### src/rtl/mole_game_ctrl.sv
// rtl/mole_game_ctrl.sv - whack-a-mole game sequencer with tick prescaler and LFSR hole select
module mole_game_ctrl #(
    parameter int TICK_DIV   = 26_000_000,
    parameter int MOLE_TICKS = 2,
    parameter int ROUNDS     = 10
) (
    input  logic       clk,
    input  logic       reset,
    input  logic       start,
    input  logic [3:0] btn,
    output logic [3:0] mole,
    output logic [1:0] countdown,
    output logic [7:0] score,
    output logic [3:0] round,
    output logic       playing,
    output logic       game_over
);

    localparam int PW = (TICK_DIV > 1) ? $clog2(TICK_DIV) : 1;
    localparam int WW = (MOLE_TICKS > 1) ? $clog2(MOLE_TICKS + 1) : 1;

    localparam logic [2:0] S_IDLE  = 3'd0;
    localparam logic [2:0] S_COUNT = 3'd1;
    localparam logic [2:0] S_SPAWN = 3'd2;
    localparam logic [2:0] S_UP    = 3'd3;
    localparam logic [2:0] S_GAP   = 3'd4;
    localparam logic [2:0] S_OVER  = 3'd5;

    logic [2:0]    state_q, state_d;
    logic [PW-1:0] presc_q;
    logic [WW-1:0] wnd_q, wnd_d;
    logic [7:0]    lfsr_q;
    logic [3:0]    mole_q, mole_d;
    logic [1:0]    cd_q, cd_d;
    logic [7:0]    score_q, score_d;
    logic [3:0]    round_q, round_d;
    logic          playing_q, game_over_q;
    logic          tick;
    logic          lfsr_fb;

    assign tick    = (presc_q == PW'(TICK_DIV - 1));
    assign lfsr_fb = lfsr_q[7] ^ lfsr_q[5] ^ lfsr_q[4] ^ lfsr_q[3];

    // Next-state and datapath decisions; a button in UP wins over a coincident timeout tick
    always_comb begin
        state_d = state_q;
        wnd_d   = wnd_q;
        mole_d  = mole_q;
        cd_d    = cd_q;
        score_d = score_q;
        round_d = round_q;
        case (state_q)
            S_IDLE, S_OVER: begin
                mole_d = 4'b0000;
                if (start) begin
                    state_d = S_COUNT;
                    score_d = 8'd0;
                    round_d = 4'd0;
                    cd_d    = 2'd0;
                end
            end
            S_COUNT: begin
                if (tick) begin
                    if (cd_q == 2'd2) begin
                        state_d = S_SPAWN;
                    end else begin
                        cd_d = cd_q + 2'd1;
                    end
                end
            end
            S_SPAWN: begin
                mole_d  = 4'b0001 << lfsr_q[1:0];
                round_d = round_q + 4'd1;
                wnd_d   = '0;
                state_d = S_UP;
            end
            S_UP: begin
                if (btn != 4'b0000) begin
                    // any bit outside the lit hole makes the press a wrong one
                    if ((btn & ~mole_q) == 4'b0000 && score_q != 8'hFF) begin
                        score_d = score_q + 8'd1;
                    end
                    mole_d  = 4'b0000;
                    state_d = S_GAP;
                end else if (tick) begin
                    wnd_d = wnd_q + 1'b1;
                    if (wnd_q + 1'b1 == WW'(MOLE_TICKS)) begin
                        mole_d  = 4'b0000;
                        state_d = S_GAP;
                    end
                end
            end
            S_GAP: begin
                mole_d = 4'b0000;
                if (tick) begin
                    state_d = (round_q == 4'(ROUNDS)) ? S_OVER : S_SPAWN;
                end
            end
            default: begin
                mole_d  = 4'b0000;
                state_d = S_IDLE;
            end
        endcase
    end

    // State registers; prescaler restarts on every state change so each phase gets a full tick
    always_ff @(posedge clk) begin
        if (reset) begin
            state_q     <= S_IDLE;
            presc_q     <= '0;
            wnd_q       <= '0;
            lfsr_q      <= 8'hA5;
            mole_q      <= 4'b0000;
            cd_q        <= 2'd0;
            score_q     <= 8'd0;
            round_q     <= 4'd0;
            playing_q   <= 1'b0;
            game_over_q <= 1'b0;
        end else begin
            state_q     <= state_d;
            presc_q     <= (state_d != state_q || tick) ? '0 : presc_q + 1'b1;
            wnd_q       <= wnd_d;
            lfsr_q      <= {lfsr_q[6:0], lfsr_fb};
            mole_q      <= mole_d;
            cd_q        <= cd_d;
            score_q     <= score_d;
            round_q     <= round_d;
            playing_q   <= (state_d == S_SPAWN) || (state_d == S_UP) || (state_d == S_GAP);
            game_over_q <= (state_d == S_OVER);
        end
    end

    assign mole      = mole_q;
    assign countdown = cd_q;
    assign score     = score_q;
    assign round     = round_q;
    assign playing   = playing_q;
    assign game_over = game_over_q;

endmodule

### config.mk
export PLATFORM = sky130hd
export DESIGN_NAME = mole_game_ctrl
export DESIGN_NICKNAME = d
export VERILOG_FILES = /design/src/rtl/mole_game_ctrl.sv
export SDC_FILE = /design/constraint.sdc
export NUM_CORES = 1
export LEC_CHECK = 0
export BUFFER_PORTS_ARGS = -buffer_cell sky130_fd_sc_hd__buf_2
export CAP_MARGIN = 20
export CORE_MARGIN = 5
export CORE_UTILIZATION = 44
export CTS_CLUSTER_SIZE = 16
export DETAILED_ROUTE_END_ITERATION = 8
export HOLD_SLACK_MARGIN = 0.08
export SLEW_MARGIN = 10
export SYNTH_ARGS = -nofsm -noshare
export SYNTH_HDL_FRONTEND = slang
export SYNTH_SLANG_ARGS = --single-unit
export TNS_END_PERCENT = 5
### constraint.sdc
create_clock -name clk -period 2.8 [get_ports clk]
set_clock_uncertainty 0.05 [all_clocks]
set_input_delay 0.56 -clock clk [delete_from_list [all_inputs] [get_ports clk]]
set_output_delay 0.56 -clock clk [all_outputs]
set_load 0.01 [all_outputs]
---- Word level (Yosys, flattened, before mapping) ----
Index checks and enable logic that the tools add are counted.
storage, ports and cells
  register bits after elaboration ......... 58
  output and inout port bits .............. 20
  logic and storage cells ................. 90
operators by class
  add/sub/neg operators ................... 5
  equality and inequality tests ........... 24
  shift operators ......................... 1
  multiplexer cells ....................... 26
  bitwise logic cells ..................... 6
  reduce and logical (&&, ||, !) cells .... 18
operators with widths
  operator                 number
  $add A25 B1 Y25 const B  1
  $eq A25 B25 Y1 const B   1
  $mux W3                  8
  $mux W8                  3
  $mux W4                  4
  $pmux W8 S2              1
  $pmux W3 S5              1
  $ne A2 B2 Y1 const B     7
  $eq A3 B2 Y1 const B     4
  $eq A3 B3 Y1 const B     4
  $pmux W4 S3              1
  $mux W2                  5
  $add A8 B1 Y8 const B    1
  $ne A8 B8 Y1 const B     1
  $pmux W2 S2              2
  $pmux W4 S2              1
  $reduce_and A4 Y1        2
  $reduce_bool A2 Y1       4
  $ne A3 B3 Y1 const B     2
  $reduce_and A3 Y1        2
  $add A2 B1 Y2 const B    2
  $add A4 B1 Y4 const B    1
  $and A4 B4 Y4            1
  $eq A2 B2 Y1 const B     2
  other kinds (14)         19

---- Longest topological paths before layout ----
Gate-level depths: netlist (run 1).
  depth in word-level cells ............... 9
  mapped depth ............................ 8
  depth with buffers taken out ............ 7

---- Worst setup path before layout (run 1) ----
No wires, ideal clock.
  path kind ............................... input to register
  from .................................... in btn[0]
  to ...................................... reg presc_q[13]
  setup time .............................. 0.064 ns
  arrival ................................. 2.099 ns
  slack ................................... 0.587 ns
  cell stages on the path ................. 8
  buffers on the path ..................... 3
  cells stage by stage .................... or4_1 -> buf_2 -> a21oi_1 -> nor2_1 -> or3_1 -> buf_6 -> buf_6 -> nor2_1
between the ends
  longest elaborated chain between the ends .. 6
RTL lines
  item                               line  source
  start: declaration                 10    input logic [3:0] btn,
  $reduce_bool A4 Y1                 78    if (btn != 4'b0000) begin
  $mux W3                            78
  $pmux W3 S5                        52    case (state_q)
  $ne A3 B3 Y1                       121   presc_q <= (state_d != state_q || tick) ? '0 : presc_q + 1'b1;
  $logic_or A1 B1 Y1                 121
  $reduce_or A2 Y1 (no source line)  --
  end signal: assignment             121
  end: declaration                   30    logic [PW-1:0] presc_q;
No other way between the ends.
A chain may end at the register's enable or synchronous reset.

---- Worst setup path in the final report (run 1) ----
  from .................................... reg state_q[2]
  to ...................................... reg score_q[7] (netlist: score[7])
between the ends
  longest elaborated chain between the ends .. 4
  elaborated cells on any way between the ends .. 10
RTL lines
  item                                                                 line  source
  start: declaration                                                   29    logic [2:0] state_q, state_d;
  start signal: assignment                                             120   state_q <= state_d;
  $eq A3 B3 Y1 or $logic_not A3 Y1 (tied branches)                     52
  $reduce_or A2 Y1                                                     52
  $ne A2 B2 Y1 (no source line) or $reduce_bool A2 Y1 (tied branches)  --
  $reduce_and A4 Y1 (no source line)                                   --
  end signal: assignment                                               126   score_q <= score_d;
  end: declaration                                                     35    logic [7:0] score_q, score_d;
Parallel ways exist; a longest one is shown, timed or not.

==> results.md, run 1 <==
- Placement Cell Area: 2950 um^2
- Cells after Synth: around 320
- Critical path peak fanout: 13
- Final HPWL DP: roughly 4000 um
- Max VDD drop: around 0.37 mV
- Final ANT Viol Nets: 0
- Postcts setup bufs: 0
- Nets@finish: around 360
- H-tree levels: 3
- YS warnings: 0
- Hold Path Class: reg -> reg
- Residual DRC: 0
- Reg2reg path depth: 5
- Buffers on Ports: 26
- Worst Hold End: lfsr_q[7]
- Syn nets: roughly 340
- First-pass GRT wire length: ~10,000 um
- Synthesis-stage register bit count: 58
- DIE HEIGHT: a little under 90 um
- Clk pin slew, worst setup/hold paths: approximately 0.070 ns
- Share of layout cells above drive strength 1: 0.163
- Syn avg cell area: around 8.6 um^2
- Crit path largest cell delay: 0.51 ns
- Minimum hold slack: roughly 0.37 ns
- Routed vias/inst: 5.41
- Most frequent cells in the layout: 58 x dfxtp_1, 46 x nor2_1, 26 x buf_2
- Static Leak: approximately 1.1 nW
- Initial DRT Pass Iterations: 6
- Post-synth ARST share: 0
- Final hold violations: 0
- Final min period: between 2 and 2.5 ns
- Slowest-stage cell, CP: o32a_1
- Hold Buf Count CTS: 0
- Most common cell after layout, fill and taps aside: dfxtp_1
- Ant diodes: 0
- Final RePlAce weighted congestion: approximately 0.84
- Yosys cell types: 49
- Fill cells: ~590
- Tot GR Track Use: 0.160
- Routed len/inst: between 10 and 15 um
- Max Fclk: 444 MHz
- Cell Pwr Density: ~580 nW/um^2
- CTS Root Cell: clkbuf_8
- Die Area: 8000 um^2
- Hold path cells: 1
- Arr. time, crit path: 2.46 ns
- Top Ports: 27
- CP Cell Sequence: and2b_1 -> nand3_1 -> o32a_1 -> or4_1 -> a21oi_1
- Post-synthesis sequential area ratio: 0.418
- Worst Max-Slew Pin Slew: around 0.46 ns
- Setup_tns: 0 ns
- FP Rows: 29
- PostCTS Resize Cnt: 0
- Status: completed
- Clock tree sinks: 58
- CTS Buffer Depth: 2
- Slew margin rel.: 0.691
- Hold_sp: lfsr_q[6]
- Synth Cell Area: 2780 um^2
- Final Setup Violations: 0
- Iter 0 DRT Violations: between 80 and 90
- Starting Density: 0.445
- DR vias: 2,336
- Die W: approximately 89 um
- R2R Path End: score[7]
- Initial antenna violation count: 0
- CP required: around 3.0 ns
- Fin crit share: 0.805
- Largest net degree at the start of global routing: 26
- Number of synthesized flops with an enable pin: 0
- Total CTS buffers: 9
- Crit start category: flop
- Final Max Tran Viols: 0
- P&R area growth vs syn: 14.6%
- Main synth FF type: dfxtp_1
- Total grt overflow: 0
- CTS tree: built
- WS Path Type: reg -> reg
- Detailed-route wire length: 5600 um
- Number of global-route vias before repair: about 2,200
- Crit path capture type: flop
- Post-route cell area: ~3200 um^2
- CORE AREA: 6240 um^2
- Clk Latency, worst-skew pair: 0.33 ns
- RSZ-0062 raised after global routing: no
- Max-cap violation count: 0
- R2R setup slack: about 0.55 ns
- RR Startpoint: state_q[2]
## layout make-up
cell class              count  area, um^2  area share
clock buffers              12         165      0.0518
clock inverters             4        72.6      0.0228
inverters                  13        48.8      0.0153
multi-input cells         240        1500       0.470
flip-flops and latches     58        1160       0.364
well taps                  77        96.3      0.0302
repair buffers             28         145      0.0456
## synthesized netlist by cell type (2+ instances only)
cell type / instances / area, um^2
dfxtp_1: 58 / 1160
nor2_1: 46 / 173
nand2_1: 19 / 71.3
nand3_1: 17 / 85.1
a21oi_1: 15 / 75.1
xnor2_1: 14 / 123
inv_1: 13 / 48.8
xor2_1: 12 / 105
nand4_1: 9 / 56.3
nand2b_1: 8 / 50.1
a31oi_1: 7 / 43.8
nor3_1: 7 / 35.0
o21ai_0: 7 / 35.0
or3_1: 7 / 43.8
ha_1: 6 / 75.1
nor4_1: 6 / 37.5
clkbuf_1: 5 / 18.8
nor2b_1: 5 / 31.3
or2_2: 5 / 31.3
or4_1: 5 / 37.5
and4_1: 4 / 35.0
buf_2: 4 / 20.0
a22o_1: 3 / 26.3
and3_1: 3 / 18.8
buf_6: 3 / 33.8
nand3b_1: 3 / 22.5
o21a_1: 3 / 22.5
o31ai_1: 3 / 22.5
a32o_1: 2 / 20.0
and2_1: 2 / 12.5
o32a_1: 2 / 20.0
o32ai_1: 2 / 17.5
or3b_2: 2 / 17.5
## report_power, final
part	leakage [nW]	switching [mW]	internal (mW)
clock network	0.119	0.329	0.572
registers	0.470	0.0153	0.841
logic	0.554	0.0524	0.0321
## metal layers
metal,wire (um),vias to the layer above,GRT usage,share of wire
li1,-,1204,-,-
met1,2810,1076,0.208,0.50
met2,2480,46,0.244,0.44
met3,220,10,0.0544,0.039
met4,91,0,0.0636,0.016
met5,0,-,0,0
## state kept, by name (all words and copies together) (netlist names), 2 cells and up
register   cells
round          4
mole           4
lfsr_q         8
state_q        3
score          8
wnd_q          2
presc_q       25
countdown      2
## cell families (layout without fill, tap and decap cells)
| kind of cell | count (synthesis) | after routing | share of synthesized area |
|---|---|---|---|
| xor+xnor | 26 | 26 | 0.0819 |
| compound gates | 52 | 52 | 0.127 |
| fa+ha+maj | 6 | 6 | 0.0270 |
| flops | 58 | 58 | 0.418 |
| buf+inv | 25 | 57 | 0.0437 |
| simple gates | 156 | 156 | 0.303 |
## stage by stage
stage	util	power, mW	cells	setup WS (ns)
finish	0.510	1.84	432	0.546
global placement	0.472	0.959	416	0.344
CTS	0.510	1.87	432	0.552
detailed placement	0.472	0.958	416	0.338
global route	0.510	1.92	432	0.413
floorplan	-	0.941	323	0.587
## critical path: cells and delay by family (launching register included)
kind	cells	cell delay, ns
compound gates	2	0.67
flops	1	0.41
simple gates	3	1.06
## worst max-delay path by stage
stage | start | endpoint | slack [ns]
floorplan | btn[0] | presc_q[13] | 0.59
global placement | btn[0] | playing | 0.34
detailed placement | btn[0] | presc_q[10] | 0.34
CTS | state_q[2] | score[7] | 0.55
global route | state_q[2] | score[7] | 0.41
finish | state_q[2] | score[7] | 0.55
(Power assumes the default switching activity.)
==> inputs of run 2 (changes only) <==
==> constraint.sdc (replaced) <==
create_clock -name clk -period 2.2 [get_ports clk]
set_clock_uncertainty 0.05 [all_clocks]
set_input_delay 0.44 -clock clk [delete_from_list [all_inputs] [get_ports clk]]
set_output_delay 0.44 -clock clk [all_outputs]
set_load 0.01 [all_outputs]
==> results.md, run 2 (same netlist as run 1, synthesis figures left out) <==
- Final Setup Violations: 0
- Max-cap violation count: 0
- Die Area: 8000 um^2
- Largest net degree at the start of global routing: 26
- CP Cell Sequence: or4b_4 -> nor3_4 -> nand3_2 -> or4_1 -> a31oi_1
- R2R setup slack: approximately 0.095 ns
- Detailed-route wire length: 5970 um
- Buffers on Ports: 26
- Hold Path Class: reg -> reg
- Clk Latency, worst-skew pair: roughly 0.33 ns
- First-pass GRT wire length: between 10,000 and 15,000 um
- CORE AREA: ~6200 um^2
- Worst Hold End: lfsr_q[7]
- Biggest register: presc_q
- Clock tree sinks: 58
- Most frequent cells in the layout: 58 x dfxtp_1, 45 x nor2_1, 26 x buf_2
- Crit path capture type: flop
- CTS tree: built
- Residual DRC: 0
- Cell Pwr Density: roughly 630 nW/um^2
- Post-place setup slack: -0.0640 ns
- Total grt overflow: 0
- Met2 Use GR: 0.270
- CTS Root Cell: clkbuf_8
- Nets@finish: 375
- Share of layout cells above drive strength 1: 0.184
- FP Rows: 29
- Status: completed
- Max VDD drop: around 0.40 mV
- Slowest-stage cell, CP: or4b_4
- Final ANT Viol Nets: 0
- GR Util met1: 0.206
- Starting Density: 0.445
- Final HPWL DP: 4200 um
- RSZ-0062 raised after global routing: no
- Crit path largest cell delay: ~0.57 ns
- Final Max Tran Viols: 0
- DR vias: 2,396
- Ant diodes: 0
- Worst path top cell family by delay: simple AND/OR/NAND/NOR gates
- Arr. time, crit path: approximately 2.3 ns
- Routed len/inst: approximately 14 um
- Slew margin rel.: 0.708
- Hold_sp: lfsr_q[6]
- WS Path Type: reg -> reg
- Critical path peak fanout: 6
- Final min period: around 2.1 ns
- DIE HEIGHT: just under 90 um
- Overall Power: 2.04 mW
- Tot GR Track Use: 0.168
- Top Ports: 27
- Routed vias/inst: around 5.4
- Non-filler cells, final: approximately 440
- Max Fclk: ~480 MHz
- Initial antenna violation count: 0
- Met3 usage: 0.0470
- Fin crit share: 0.957
- Hold path cells: 1
- CP required: about 2.4 ns
- CP Buf/Inv Count: 0
- Final RePlAce weighted congestion: about 0.84
- Static Leak: 1.18 nW
- R2R Path End: wnd_q[1]
- Clk pin slew, worst setup/hold paths: ~0.06 ns
- Total CTS buffers: 9
- CTS Buffer Depth: 2
- P&R area growth vs syn: 15.8%
- Setup_tns: 0 ns
- H-tree levels: 3
- Final hold violations: 0
- Crit start category: flop
- Fin util: 0.516
- Reg2reg path depth: 5
- PnR worst setup slack: 0.0952 ns
- Die W: 89.5 um
- Placed Instances: approximately 430
- Busiest grt layer: met2
- Number of global-route vias before repair: 2,318
- RR Startpoint: presc_q[22]
- Iter 0 DRT Violations: between 60 and 70
- Max reg flops: 25
- Worst Max-Slew Pin Slew: 0.437 ns
- Initial DRT Pass Iterations: 4
- Most common cell after layout, fill and taps aside: dfxtp_1
## run 2: changes by cell type in the layout (fill, tap and decap cells not counted), sizes merged
| cell | change |
|---|---|
| clkinv | -1 |
| clkbuf | +1 |
| buf | +12 |
| bufinv | -2 |
| clkinvlp | -1 |
## run 2: routing by layer
metal | routed length [um] | vias up
li1 | - | 1224
met1 | 2860 | 1115
met2 | 2770 | 46
met3 | 207 | 11
met4 | 132 | 0
met5 | 0 | -
## run 2: power by group
part | switching (mW) | internal (mW)
logic | 0.0706 | 0.0520
clock network | 0.378 | 0.452
registers | 0.0176 | 1.07
## run 2: worst max-delay path by stage
stage / from / to / cells after the start
after floorplan: btn[0] / presc_q[13] / 8
after CTS: presc_q[20] / wnd_q[1] / 5
final: presc_q[22] / wnd_q[1] / 5
after global routing: presc_q[22] / playing / 5
after global placement: btn[0] / playing / 6
after detailed placement: btn[0] / playing / 7
## run 2: final cells by class
cell class	instances	area, um^2
clock buffer	13	159
fill	612	3020
inverter	13	48.8
multi-input combinational	240	1510
sequential	58	1160
tap	77	96.3
timing repair buffer	40	248
## run 2: timing repair
action,4_1_cts,5_1_grt
hold buffers,0,0
buffers inserted,0,1
gates resized for setup,0,2
endpoints found under the setup margin,0,2
## run 2: stage by stage
stage,cell area [um^2],hold WS [ns]
after floorplan,2780,0.339
after global placement,3040,0.346
after detailed placement,3040,0.356
after CTS,3200,0.369
after global routing,3220,0.384
final,3220,0.364
==> inputs of run 3 (changes only) <==
--- a/config.mk
+++ b/config.mk
@@ -8,7 +8,7 @@
 export BUFFER_PORTS_ARGS = -buffer_cell sky130_fd_sc_hd__buf_2
 export CAP_MARGIN = 20
 export CORE_MARGIN = 5
-export CORE_UTILIZATION = 44
+export CORE_UTILIZATION = 30
 export CTS_CLUSTER_SIZE = 16
 export DETAILED_ROUTE_END_ITERATION = 8
 export HOLD_SLACK_MARGIN = 0.08
==> results.md, run 3 (same netlist as run 1, synthesis figures left out) <==
- Clk Latency, worst-skew pair: 0.35 ns
- Final hold violations: 0
- Cell Pwr Density: a little under 700 nW/um^2
- Placement Cell Area: roughly 3100 um^2
- Detailed-route wire length: between 6000 and 7000 um
- Crit start category: flop
- DIE HEIGHT: between 100 and 150 um
- Total grt overflow: 0
- Residual DRC: 0
- Initial DRT Pass Iterations: 4
- Final HPWL DP: ~4400 um
- CP required: approximately 2.4 ns
- Fin util: 0.365
- Ant diodes: 0
- Final Max Tran Viols: 0
- Most common cell after layout, fill and taps aside: dfxtp_1
- Crit path capture type: flop
- Fin crit share: 0.959
- Hold Buf Count CTS: 0
- Slew margin rel.: 0.722
- Final min period: between 2 and 2.5 ns
- Final ANT Viol Nets: 0
- First-pass GRT wire length: roughly 11,000 um
- Worst Max-Slew Pin Slew: roughly 0.42 ns
- WS Path Type: reg -> reg
- Clock tree sinks: 58
- Biggest register: presc_q
- Largest net degree at the start of global routing: 26
- Iter 0 DRT Violations: 96
- Post-route cell area: approximately 3300 um^2
- Starting Density: 0.304
- CTS Root Cell: clkbuf_8
- DR vias: roughly 2,400
- Static Leak: 1.21 nW
- Minimum hold slack: approximately 0.37 ns
- Nets@finish: 379
- CTS tree: built
- Routed vias/inst: between 5 and 6
- Clk pin slew, worst setup/hold paths: about 0.060 ns
- Tot GR Track Use: 0.117
- CORE AREA: around 9000 um^2
- Hold Path Class: reg -> reg
- Status: completed
- Initial antenna violation count: 0
- Fill cells: between 900 and 1,000
- FP Rows: 35
- CTS Buffer Depth: 2
- Max-cap violation count: 0
- Number of global-route vias before repair: around 2,300
- Total CTS buffers: 9
- Routed len/inst: between 10 and 15 um
- Top Ports: 27
- Most frequent cells in the layout: 56 x dfxtp_1, 46 x nor2_1, 26 x buf_2
- H-tree levels: 3
- P&R area growth vs syn: 20.3%
- RSZ-0062 raised after global routing: yes
- Max Fclk: 474 MHz
- Critical path peak fanout: 4
- Max reg flops: 25
- Share of layout cells above drive strength 1: 0.205
- Die Area: between 10,000 and 15,000 um^2
- Arr. time, crit path: 2.32 ns
- Die W: 106 um
- Buffers on Ports: 26
- Max VDD drop: between 0.2 and 0.3 mV
- Final RePlAce weighted congestion: slightly above 0.8
- Final Setup Violations: 0
[run 3: cell types whose count changed in the layout (fill, tap and decap cells not counted), sizes merged]
cell      previous run  this run
buf                 40        44
clkbuf              13         9
clkinvlp             0         2
bufinv               0         2
clkinv               0         3
[run 3: layout make-up]
class | instances | area, um^2 | share of cell area
clock inverters | 7 | 93.8 | 0.0281
flip-flops and latches | 58 | 1160 | 0.348
multi-input cells | 240 | 1500 | 0.448
well taps | 111 | 139 | 0.0415
clock buffers | 9 | 124 | 0.0371
repair buffers | 44 | 278 | 0.0831
inverters | 13 | 48.8 | 0.0146
[run 3: critical path, cell delays in order, from the launching register on]
cell     delay, ns
dfxtp_2       0.34
or4b_4        0.56
nor3_4        0.29
nand3_2       0.13
or4_1         0.48
a31oi_1       0.18
[run 3: power breakdown]
group	internal, mW	switching, mW	total, mW
clock	0.634	0.439	1.07
sequential	1.07	0.0171	1.09
combinational	0.0552	0.0729	0.128
total	1.76	0.529	2.29
[run 3: repair_timing]
item,in CTS,in global routing
setup endpoints to repair,0,2
endpoints found under the hold margin,0,0
buffers inserted,0,2
resized for setup,0,2
[run 3: routing by layer]
metal | track usage | up-vias | wire [um]
met2 | 0.181 | 51 | 2800
met3 | 0.0449 | 11 | 292
met1 | 0.149 | 1139 | 2950
met4 | 0.0416 | 0 | 134
met5 | 0 | - | 0
li1 | - | 1234 | -
[run 3: final timing paths]
path              depth (start not counted)         to  slack, ns        start
setup reg to reg                          5   wnd_q[1]       0.09  presc_q[22]
hold reg to reg                           1  lfsr_q[7]       0.37    lfsr_q[6]
hold / removal                            1  lfsr_q[7]       0.37    lfsr_q[6]
setup / recovery                          5   wnd_q[1]       0.09  presc_q[22]
[run 3: metrics by stage]
stage                     power, mW  cells  setup TNS, ns  worst slack (ns)
final                          2.29    482              0            0.0907
after global routing           2.39    482        -0.0155           -0.0155
after CTS                      2.32    480              0            0.0714
after detailed placement       1.24    464         -0.286           -0.0351
after global placement         1.24    464              0           0.00878
after floorplan                1.20    323              0             0.107
